--- src/rtl/gcd_sched_pkg.sv ---
// -----------------------------------------------------------------------------
// gcd_sched_pkg
// Shared definitions for the GCD coprocessor scheduler:
//   - sched_state_t  : scheduler FSM state encoding
//   - TIMEOUT_CYCLES : WAIT_RES watchdog limit (used only when the
//                      GCD_SCHED_TIMEOUT_EN macro is defined)
//   - WD_W           : watchdog counter width
// -----------------------------------------------------------------------------
package gcd_sched_pkg;

  typedef enum logic [2:0] {
    ST_IDLE     = 3'd0,
    ST_SEND_A   = 3'd1,
    ST_SEND_B   = 3'd2,
    ST_WAIT_RES = 3'd3,
    ST_RESPOND  = 3'd4
  } sched_state_t;

  localparam int unsigned TIMEOUT_CYCLES = 5000;
  localparam int          WD_W           = 16;

endpackage

--- src/rtl/gcd_rr_arbiter.sv ---
// -----------------------------------------------------------------------------
// gcd_rr_arbiter
// Purely combinational round-robin picker. Searches upward from ptr with
// wrap-around and returns the first asserted request.
// Ports:
//   req   in  N      request vector
//   ptr   in  IDX_W  index where the search starts (highest priority)
//   grant out N      one-hot grant (all zero when nothing is requested)
//   idx   out IDX_W  binary index of the granted request
//   any   out 1      at least one request present
// -----------------------------------------------------------------------------
module gcd_rr_arbiter
  import gcd_sched_pkg::*;
#(
  parameter int N     = 4,
  parameter int IDX_W = 2
) (
  input  logic [N-1:0]     req,
  input  logic [IDX_W-1:0] ptr,
  output logic [N-1:0]     grant,
  output logic [IDX_W-1:0] idx,
  output logic             any
);

  logic [IDX_W-1:0] w_cand;

  always_comb begin
    grant  = '0;
    idx    = '0;
    any    = 1'b0;
    w_cand = '0;
    for (int k = 0; k < N; k++) begin
      // Candidate k steps above ptr, wrapped into 0..N-1.
      w_cand = IDX_W'((int'(ptr) + k) % N);
      if (!any && req[w_cand]) begin
        any           = 1'b1;
        idx           = w_cand;
        grant[w_cand] = 1'b1;
      end
    end
  end

endmodule

--- src/rtl/gcd_fsl_scheduler.sv ---
// -----------------------------------------------------------------------------
// gcd_fsl_scheduler
// Shares one single-issue GCD coprocessor between NUM_REQ clients. One operand
// pair is granted at a time (round-robin), pushed as two FSL words (A then B),
// and the single result word is routed back to the granted client.
//
// Optional feature: define GCD_SCHED_TIMEOUT_EN to enable a WAIT_RES watchdog
// that answers with rsp_err=1 / rsp_data=0 after TIMEOUT_CYCLES cycles.
//
// Ports:
//   FSL_Clk     in   clock
//   FSL_Rst_n   in   asynchronous active-low reset
//   req_valid   in   [NUM_REQ]         requester i holds an operand pair
//   req_a/b     in   [NUM_REQ*DATA_W]  operands, requester i at [i*DATA_W +: DATA_W]
//   req_ready   out  [NUM_REQ]         one-hot accept pulse (combinational)
//   rsp_valid   out  [NUM_REQ]         one-hot result pulse
//   rsp_data    out  [DATA_W]          result word
//   rsp_err     out  1                 timeout flag
//   cop_write   out  1                 write operand word into coprocessor
//   cop_data    out  [0:DATA_W-1]      operand word
//   cop_full    in   1                 coprocessor input FIFO full
//   cop_exists  in   1                 coprocessor result available
//   cop_result  in   [0:DATA_W-1]      coprocessor result word
//   cop_read    out  1                 consume result word (combinational)
// -----------------------------------------------------------------------------
module gcd_fsl_scheduler
  import gcd_sched_pkg::*;
#(
  parameter int NUM_REQ = 4,
  parameter int DATA_W  = 32
) (
  input  logic                      FSL_Clk,
  input  logic                      FSL_Rst_n,
  input  logic [NUM_REQ-1:0]        req_valid,
  input  logic [NUM_REQ*DATA_W-1:0] req_a,
  input  logic [NUM_REQ*DATA_W-1:0] req_b,
  output logic [NUM_REQ-1:0]        req_ready,
  output logic [NUM_REQ-1:0]        rsp_valid,
  output logic [DATA_W-1:0]         rsp_data,
  output logic                      rsp_err,
  output logic                      cop_write,
  output logic [0:DATA_W-1]         cop_data,
  input  logic                      cop_full,
  input  logic                      cop_exists,
  input  logic [0:DATA_W-1]         cop_result,
  output logic                      cop_read
);

  localparam int IDX_W = (NUM_REQ > 1) ? $clog2(NUM_REQ) : 1;

  sched_state_t     r_state;
  sched_state_t     w_state_next;
  logic [IDX_W-1:0] r_rr_ptr;
  logic [IDX_W-1:0] r_g;
  logic [DATA_W-1:0] r_a;
  logic [DATA_W-1:0] r_b;
  logic [DATA_W-1:0] r_result;

  logic [NUM_REQ-1:0] w_grant;
  logic [IDX_W-1:0]   w_idx;
  logic               w_any;
  logic               w_accept;

  // Per-requester operand views, so the latch below is a plain array select.
  logic [DATA_W-1:0] w_a_arr [NUM_REQ];
  logic [DATA_W-1:0] w_b_arr [NUM_REQ];

  genvar gi;
  generate
    for (gi = 0; gi < NUM_REQ; gi++) begin : g_slice
      assign w_a_arr[gi] = req_a[gi*DATA_W +: DATA_W];
      assign w_b_arr[gi] = req_b[gi*DATA_W +: DATA_W];
    end
  endgenerate

  gcd_rr_arbiter #(
    .N     (NUM_REQ),
    .IDX_W (IDX_W)
  ) u_arb (
    .req   (req_valid),
    .ptr   (r_rr_ptr),
    .grant (w_grant),
    .idx   (w_idx),
    .any   (w_any)
  );

`ifdef GCD_SCHED_TIMEOUT_EN
  logic [WD_W-1:0] r_wd_cnt;
  logic            r_err;
  logic            w_wd_expired;

  // Expiry fires on the last WAIT_RES cycle of the budget; a result arriving
  // on that same cycle still wins.
  assign w_wd_expired = (r_state == ST_WAIT_RES) && !cop_exists &&
                        (r_wd_cnt == WD_W'(TIMEOUT_CYCLES - 1));

  always_ff @(posedge FSL_Clk or negedge FSL_Rst_n) begin
    if (!FSL_Rst_n) begin
      r_wd_cnt <= '0;
      r_err    <= 1'b0;
    end else begin
      if (r_state != ST_WAIT_RES) begin
        r_wd_cnt <= '0;
      end else begin
        r_wd_cnt <= r_wd_cnt + 1'b1;
      end
      if (r_state == ST_WAIT_RES) begin
        if (cop_exists) begin
          r_err <= 1'b0;
        end else if (w_wd_expired) begin
          r_err <= 1'b1;
        end
      end
    end
  end
`endif

  // State register.
  always_ff @(posedge FSL_Clk or negedge FSL_Rst_n) begin
    if (!FSL_Rst_n) begin
      r_state <= ST_IDLE;
    end else begin
      r_state <= w_state_next;
    end
  end

  // Next state and outputs.
  always_comb begin
    w_state_next = r_state;
    w_accept     = 1'b0;
    req_ready    = '0;
    rsp_valid    = '0;
    rsp_data     = '0;
    rsp_err      = 1'b0;
    cop_write    = 1'b0;
    cop_data     = '0;
    cop_read     = 1'b0;
    case (r_state)
      ST_IDLE: begin
        // The reset gate keeps the combinational outputs quiet while held in
        // reset. A pending stale result is drained before any new grant.
        if (FSL_Rst_n) begin
          if (cop_exists) begin
            cop_read = 1'b1;
          end else if (w_any) begin
            req_ready    = w_grant;
            w_accept     = 1'b1;
            w_state_next = ST_SEND_A;
          end
        end
      end
      ST_SEND_A: begin
        cop_write = 1'b1;
        cop_data  = r_a;
        if (!cop_full) w_state_next = ST_SEND_B;
      end
      ST_SEND_B: begin
        cop_write = 1'b1;
        cop_data  = r_b;
        if (!cop_full) w_state_next = ST_WAIT_RES;
      end
      ST_WAIT_RES: begin
        cop_read = cop_exists;
        if (cop_exists) begin
          w_state_next = ST_RESPOND;
        end
`ifdef GCD_SCHED_TIMEOUT_EN
        else if (w_wd_expired) begin
          w_state_next = ST_RESPOND;
        end
`endif
      end
      ST_RESPOND: begin
        rsp_valid[r_g] = 1'b1;
        rsp_data       = r_result;
`ifdef GCD_SCHED_TIMEOUT_EN
        rsp_err        = r_err;
`endif
        w_state_next   = ST_IDLE;
      end
      default: w_state_next = ST_IDLE;
    endcase
  end

  // Transaction datapath: latched grant, operands, result and rr pointer.
  always_ff @(posedge FSL_Clk or negedge FSL_Rst_n) begin
    if (!FSL_Rst_n) begin
      r_rr_ptr <= '0;
      r_g      <= '0;
      r_a      <= '0;
      r_b      <= '0;
      r_result <= '0;
    end else begin
      if (w_accept) begin
        r_g <= w_idx;
        r_a <= w_a_arr[w_idx];
        r_b <= w_b_arr[w_idx];
      end
      if (r_state == ST_WAIT_RES) begin
        if (cop_exists) begin
          r_result <= cop_result;
        end
`ifdef GCD_SCHED_TIMEOUT_EN
        else if (w_wd_expired) begin
          r_result <= '0;
        end
`endif
      end
      if (r_state == ST_RESPOND) begin
        r_rr_ptr <= (r_g == IDX_W'(NUM_REQ - 1)) ? '0 : r_g + 1'b1;
      end
    end
  end

endmodule

--- config.mk ---
export PLATFORM = sky130hd
export DESIGN_NAME = gcd_fsl_scheduler
export DESIGN_NICKNAME = d
export VERILOG_FILES = /design/src/rtl/gcd_sched_pkg.sv /design/src/rtl/gcd_rr_arbiter.sv /design/src/rtl/gcd_fsl_scheduler.sv
export SDC_FILE = /design/constraint.sdc
export NUM_CORES = 1
export LEC_CHECK = 0
export ABC_CLOCK_PERIOD_IN_PS = 4100
export CAP_MARGIN = 25
export CORE_MARGIN = 2
export CORE_UTILIZATION = 30
export DETAILED_ROUTE_END_ITERATION = 6
export SLEW_MARGIN = 20
export SYNTH_ARGS = -nofsm -noshare
export SYNTH_HDL_FRONTEND = slang
export SYNTH_HIERARCHICAL = 1
export SYNTH_SLANG_ARGS = --single-unit
--- constraint.sdc ---
create_clock -name FSL_Clk -period 4.1 [get_ports FSL_Clk]
set_input_delay 0.41 -clock FSL_Clk [delete_from_list [all_inputs] [get_ports FSL_Clk]]
set_output_delay 0.41 -clock FSL_Clk [all_outputs]
set_load 0.03 [all_outputs]
==> impl_metrics.tcl, run 1 <==
set metrics [dict create \
    p_total_mw 7.60 \
    syn_area_um2 6680 \
    grt_pass1_wl_um 35000 \
    clk_latency_ns 0.34 \
    layoutNonFillerInstCount 1086 \
    dieArea_um2 23500 \
    grt.total_usage_pct 19.2 \
    max_stage_delay_ns 0.68 \
    ctsHoldBuffers 0 \
    grt_max_degree 72 \
    ys_types 38 \
    crit_path_max_fanout 10 \
    drv_cap 0 \
    clockRootBuffer "clkbuf_16" \
    wl_per_cell_um 21.0 \
    outcome "finished, final reports clean" \
    io_pins 371 \
    clk_pin_slew_ns 0.07 \
    num_rows 54 \
    initialDrtViolationCount 200 \
    worstMarginPinSlew_ns 0.990 \
    drive_gt1_share_pct 19.2 \
    cpMaxStageDelayCell "clkdlybuf4s50_1" \
    grt-ovfl-total 0 \
    fin_crit_ns 3.85 \
    syn_inst 452 \
    synthArstFlopShare_pct 100 \
    hpwlAfterDp_um 18000 \
    whs_ns 0.0156 \
    vias 5375 \
    dr.pass1.iters 4 \
    port_buffers 369 \
    setup_viol 0 \
    avgSynthCellArea_um2 14.8 \
    initial_core_util_pct 30.6 \
    fin_crit_sh_pct 93.9 \
    endpoint_kind "output port" \
    antenna_found_initial 2 \
    syn2layout_area_growth_pct 63.3 \
    setup_tns_ns 0 \
    path_delay_family "buffers and inverters" \
    slew_viol_final 0 \
    irDropWorstVdd_mv 0.450 \
    hold_violations 0 \
    die_w_um 153 \
    yosys_warnings 6 \
    die_h_um 153 \
    ctsResizeCount 0 \
    cts.sinks 103 \
    core-area_um2 21800 \
    ys_seq_area_share_pct 38.6 \
    crit_type "reg2out" \
    cp_data_arrival_time_ns 3.44 \
    synth-edff-count 0 \
    timing.slew.headroom_pct 33.8 \
    antenna_left 0 \
    grt_pass1_vias 5893 \
    rsz0062_at_grt "false" \
    cts_tree "built" \
    finalWirelength_um 22900 \
    syn_nets 757 \
    cp_cell_sequence "inv_1 > ha_1 > mux4_2 > nor4b_4 > a22oi_1 > o21ai_0 > and3_1 > clkdlybuf4s50_1" \
    gp_congestion 0.849 \
    min_path_type "in2async" \
    path_buf_inv 2 \
    fmaxAchievable_ghz 0.260 \
    dp.cells 1068 \
    fillers 1912 \
    via_per_inst 4.95 \
    nets 1105 \
    numCtsBuffers 9 \
    start_kind "flip-flop" \
    clk_path_buf_depth 2 \
    synth-main-ff-cell "dfrtp_1" \
    fin_skew_ns 0.00710 \
    htreeDepth 3 \
    leakagePower_nw 4.38 \
    ys_seq_elements 103 \
    drc 0 \
    powerDensity_nw_per_um2 696 \
    required_ns 3.69 \
    cts_setup_buffers 0 \
]
-- cells by family after synthesis --
group | share of synthesized area, %
multiplexers | 42.6
other | 0.0561
flip-flops | 38.6
adder cells (fa/ha/maj) | 1.68
AO/OA/AOI/OAI | 6.50
AND/OR/NAND/NOR | 6.10
buffers and inverters | 4.49
-- state kept, by name, summed over array words and instances, names as in the netlist --
register,cells
r_a,32
r_b,32
r_g,2
r_result,32
r_rr_ptr,2
r_state,3
-- metrics by stage --
stage | cell area (um2) | util, % | worst slack (ns)
CTS | 10900 | 49.9 | 0.299
detailed placement | 10600 | 48.6 | 0.292
global route | 10900 | 50.0 | 0.0861
floorplan | 6680 | - | 0.963
finish | 10900 | 50.0 | 0.249
global placement | 10600 | 48.6 | 0.419
-- Yosys cell counts, types with 2 or more instances --
cell | n | area share [%]
nand2_1 | 2 | 0.11
clkbuf_1 | 14 | 0.79
a21oi_1 | 3 | 0.22
mux2_2 | 14 | 2.4
nor2_1 | 6 | 0.34
buf_6 | 11 | 1.9
a22oi_1 | 8 | 0.90
a22o_1 | 32 | 4.2
and3_1 | 4 | 0.37
and2_1 | 37 | 3.5
mux2_4 | 40 | 9.0
nand2b_1 | 2 | 0.19
a211oi_1 | 2 | 0.22
inv_1 | 8 | 0.45
dfrtp_1 | 103 | 39
mux4_1 | 2 | 0.79
buf_2 | 12 | 0.90
mux4_2 | 66 | 22
buf_4 | 4 | 0.45
nor3b_1 | 4 | 0.45
ha_1 | 9 | 1.7
o21ai_0 | 6 | 0.45
mux2_1 | 48 | 8.1
-- routing by layer --
layer	track usage, %	wire length [um]
met1	23.1	8810
met2	33.9	11800
met3	5.25	1820
met4	5.38	415
met5	0	11
-- worst register-to-register path, cell delays in order (launching register included) --
cell and delay, ns:
dfrtp_1 0.52, inv_1 0.15, ha_1 0.39, mux4_2 0.45
o311ai_0 0.49, a32o_4 0.81, mux4_2 0.52, mux2_4 0.28
-- cell usage in the layout (no fill, tap or decap), types with 8 or more instances in the layout --
cell / instances
ha_1: 9
a22oi_1: 8
inv_1: 8
mux2_1: 48
mux2_2: 14
dfrtp_1: 103
a22o_1: 32
mux4_2: 66
mux2_4: 40
clkbuf_16: 9
clkdlybuf4s50_1: 368
and2_1: 36
-- area by class of cell --
| cell class | count | area, um2 | area share, % |
|---|---|---|---|
| antenna | 2 | 5.00 | 0.0458 |
| clock buffer | 11 | 233 | 2.13 |
| clock inverter | 4 | 47.5 | 0.436 |
| inverter | 8 | 30.0 | 0.275 |
| multi-input combinational | 299 | 3850 | 35.3 |
| sequential | 103 | 2580 | 23.6 |
| tap | 280 | 350 | 3.21 |
| timing repair buffer | 379 | 3820 | 35.0 |
-- power breakdown --
part           internal, mW  switching (mW)  total [mW]
logic                  2.71            2.18        4.89
registers              1.54           0.320        1.86
clock network         0.469           0.380       0.850
-- final timing paths --
kind,from,endpoint,slack (ns),cells after the start
max reg2reg,r_rr_ptr[1],r_b[7],0.36,7
min in group FSL_Clk,r_result[6],r_result[6],0.48,1
max,r_rr_ptr[1],req_ready[1],0.25,8
min reg2reg,r_result[6],r_result[6],0.48,1
max in group asynchronous,FSL_Rst_n,r_result[6],3.06,3
min,FSL_Rst_n,r_state[1],0.02,1
No activity file was read; power rests on OpenSTA's default activity.
==> run 2: changes to the inputs <==
Settings changed: ABC_CLOCK_PERIOD_IN_PS 4100 to 3500, PLACE_DENSITY set to 0.67.
Clock period 4.1 ns to 3.5 ns, I/O delays scaled along.
==> run 2 against run 1 <==
Effect of this change: hold slack better by 0.12 ns; register-to-register slack worse by 0.11 ns; critical endpoint is now r_a[15]; global-route usage shrank 0.56 points; non-clock buffer count up 11; combinational power rose by 23%; core utilization grew 1.1 points.
==> impl_metrics.tcl, run 2 (synthesized netlist as in run 1, its figures left out) <==
set metrics [dict create \
    outcome "finished, final reports clean" \
    hpwlAfterDp_um 17600 \
    fin_skew_ns 0.0113 \
    drv_cap 0 \
    grt-ovfl-total 0 \
    drive_gt1_share_pct 20.6 \
    setup_tns_ns 0 \
    cts.sinks 103 \
    layout_common_cells "clkdlybuf4s50_1, dfrtp_1, mux4_2" \
    worstMarginPinSlew_ns 0.722 \
    syn2layout_area_growth_pct 66.8 \
    start_kind "flip-flop" \
    antenna_found_initial 3 \
    finalWirelength_um 22200 \
    cp_cell_sequence "inv_1 > ha_1 > mux4_2 > and2b_2 > o21ai_0 > o31ai_4 > buf_4 > mux4_2 > mux2_4" \
    dieArea_um2 23500 \
    timing.slew.headroom_pct 51.9 \
    crit_type "reg2reg" \
    antenna_left 0 \
    path_buf_inv 2 \
    htreeDepth 3 \
    clockRootBuffer "clkbuf_16" \
    fmaxAchievable_ghz 0.308 \
    core-area_um2 21800 \
    path_delay_family "multiplexers" \
    max_stage_delay_ns 0.53 \
    num_rows 54 \
    port_buffers 369 \
    leakagePower_nw 4.56 \
    finalWorstSetupSlack_ns 0.253 \
    setup_viol 0 \
    critPathMostFrequentCell "mux4_2" \
    ctsHoldBuffers 0 \
    min_path_type "in2async" \
    die_h_um 153 \
    via_per_inst 4.89 \
    required_ns 3.73 \
    wl_per_cell_um 20.2 \
    numCtsBuffers 9 \
    r2r_setup_slack_ns 0.25 \
    drc 0 \
    slew_viol_final 0 \
    endpoint_kind "flip-flop" \
    clk_latency_ns 0.35 \
    post-place-ws_ns 0.0231 \
    top_regs "r_a: 32 flops, r_b: 32 flops, r_result: 32 flops" \
    die_w_um 153 \
    powerDensity_nw_per_um2 835 \
    cpMaxStageDelayCell "mux4_2" \
    fin_crit_sh_pct 92.8 \
    layoutNonFillerInstCount 1098 \
    vias 5372 \
    cts_setup_buffers 0 \
    grt_pass1_wl_um 33900 \
    io_pins 371 \
    dp.cells 1080 \
    grt_max_degree 57 \
    dr.pass1.iters 4 \
    gp_congestion 0.787 \
    clk_pin_slew_ns 0.07 \
    ctsResizeCount 0 \
    rsz0062_at_grt "false" \
    final_util_pct 51.1 \
    cp_data_arrival_time_ns 3.48 \
    hold_violations 0 \
    clk_path_buf_depth 2 \
    irDropWorstVdd_mv 0.412 \
    grt.total_usage_pct 18.7 \
    crit_path_max_fanout 10 \
    nets 1116 \
    initial_core_util_pct 30.6 \
    fin_crit_ns 3.25 \
    grt_pass1_vias 5813 \
    cts_tree "built" \
    initialDrtViolationCount 204 \
    reg2reg_depth 9 \
    rr_startpoint "r_rr_ptr[1]" \
    final_common_cell "clkdlybuf4s50_1" \
    worstReg2RegEnd "r_a[15]" \
]
-- run 2: cell types whose count changed in the layout (fill, tap and decap cells not counted) --
cell	delta
clkinvlp_4	+1
buf_4	+3
buf_12	+9
bufinv_16	+1
inv_6	+3
dlymetal6s2s_1	+4
buf_16	-1
clkdlybuf4s50_1	-4
clkbuf_1	-2
clkinv_2	-2
-- run 2: worst max-delay path by stage --
stage | startpoint | slack [ns] | depth (start not counted) | end
3_5_place_dp | req_valid[3] | 0.02 | 8 | r_a[15]
4_1_cts | r_rr_ptr[1] | 0.007 | 8 | req_ready[1]
6_report | r_rr_ptr[1] | 0.25 | 9 | r_a[15]
2_1_floorplan | r_rr_ptr[0] | 0.36 | 11 | r_a[1]
5_1_grt | r_rr_ptr[1] | 0.12 | 9 | r_b[20]
3_3_place_gp | req_valid[3] | 0.06 | 8 | r_b[20]
-- run 2: cell type report --
| cell class | instances | area [um2] |
|---|---|---|
| fillers | 1928 | 10700 |
| repair buffers | 390 | 4010 |
| multi-input cells | 299 | 3850 |
| flip-flops and latches | 103 | 2580 |
| well taps | 280 | 350 |
| clock buffers | 9 | 225 |
| clock inverters | 7 | 101 |
| inverters | 8 | 30.0 |
| diodes | 2 | 5.00 |
-- run 2: layer usage --
layer,vias to the layer above,track usage [%],wire length [um]
li1,2470,-,-
met1,2648,22.6,8810
met2,235,33.0,11300
met3,19,4.93,1750
met4,0,4.98,324
met5,-,0,0
-- run 2: power breakdown --
part | switching, mW | internal [mW]
Clock | 0.485 | 0.636
Combinational | 2.61 | 3.41
Sequential | 0.370 | 1.80
-- run 2: worst register-to-register path, delay by kind of cell, from the launching register on --
| family | cells | cell delay, ns |
|---|---|---|
| AO/OA/AOI/OAI | 2 | 0.37 |
| adder cells (fa/ha/maj) | 1 | 0.37 |
| buffers and inverters | 2 | 0.46 |
| flip-flops | 1 | 0.38 |
| multiplexers | 3 | 1.26 |
| AND/OR/NAND/NOR | 1 | 0.30 |
-- run 2: metrics by stage --
stage	power, mW	hold slack (ns)	instance area (um2)
after global placement	8.25	0.465	10800
final	9.31	0.139	11100
after CTS	9.50	0.171	11100
after floorplan	6.34	0.0544	6680
after global routing	9.93	0.201	11100
after detailed placement	8.33	0.473	10800
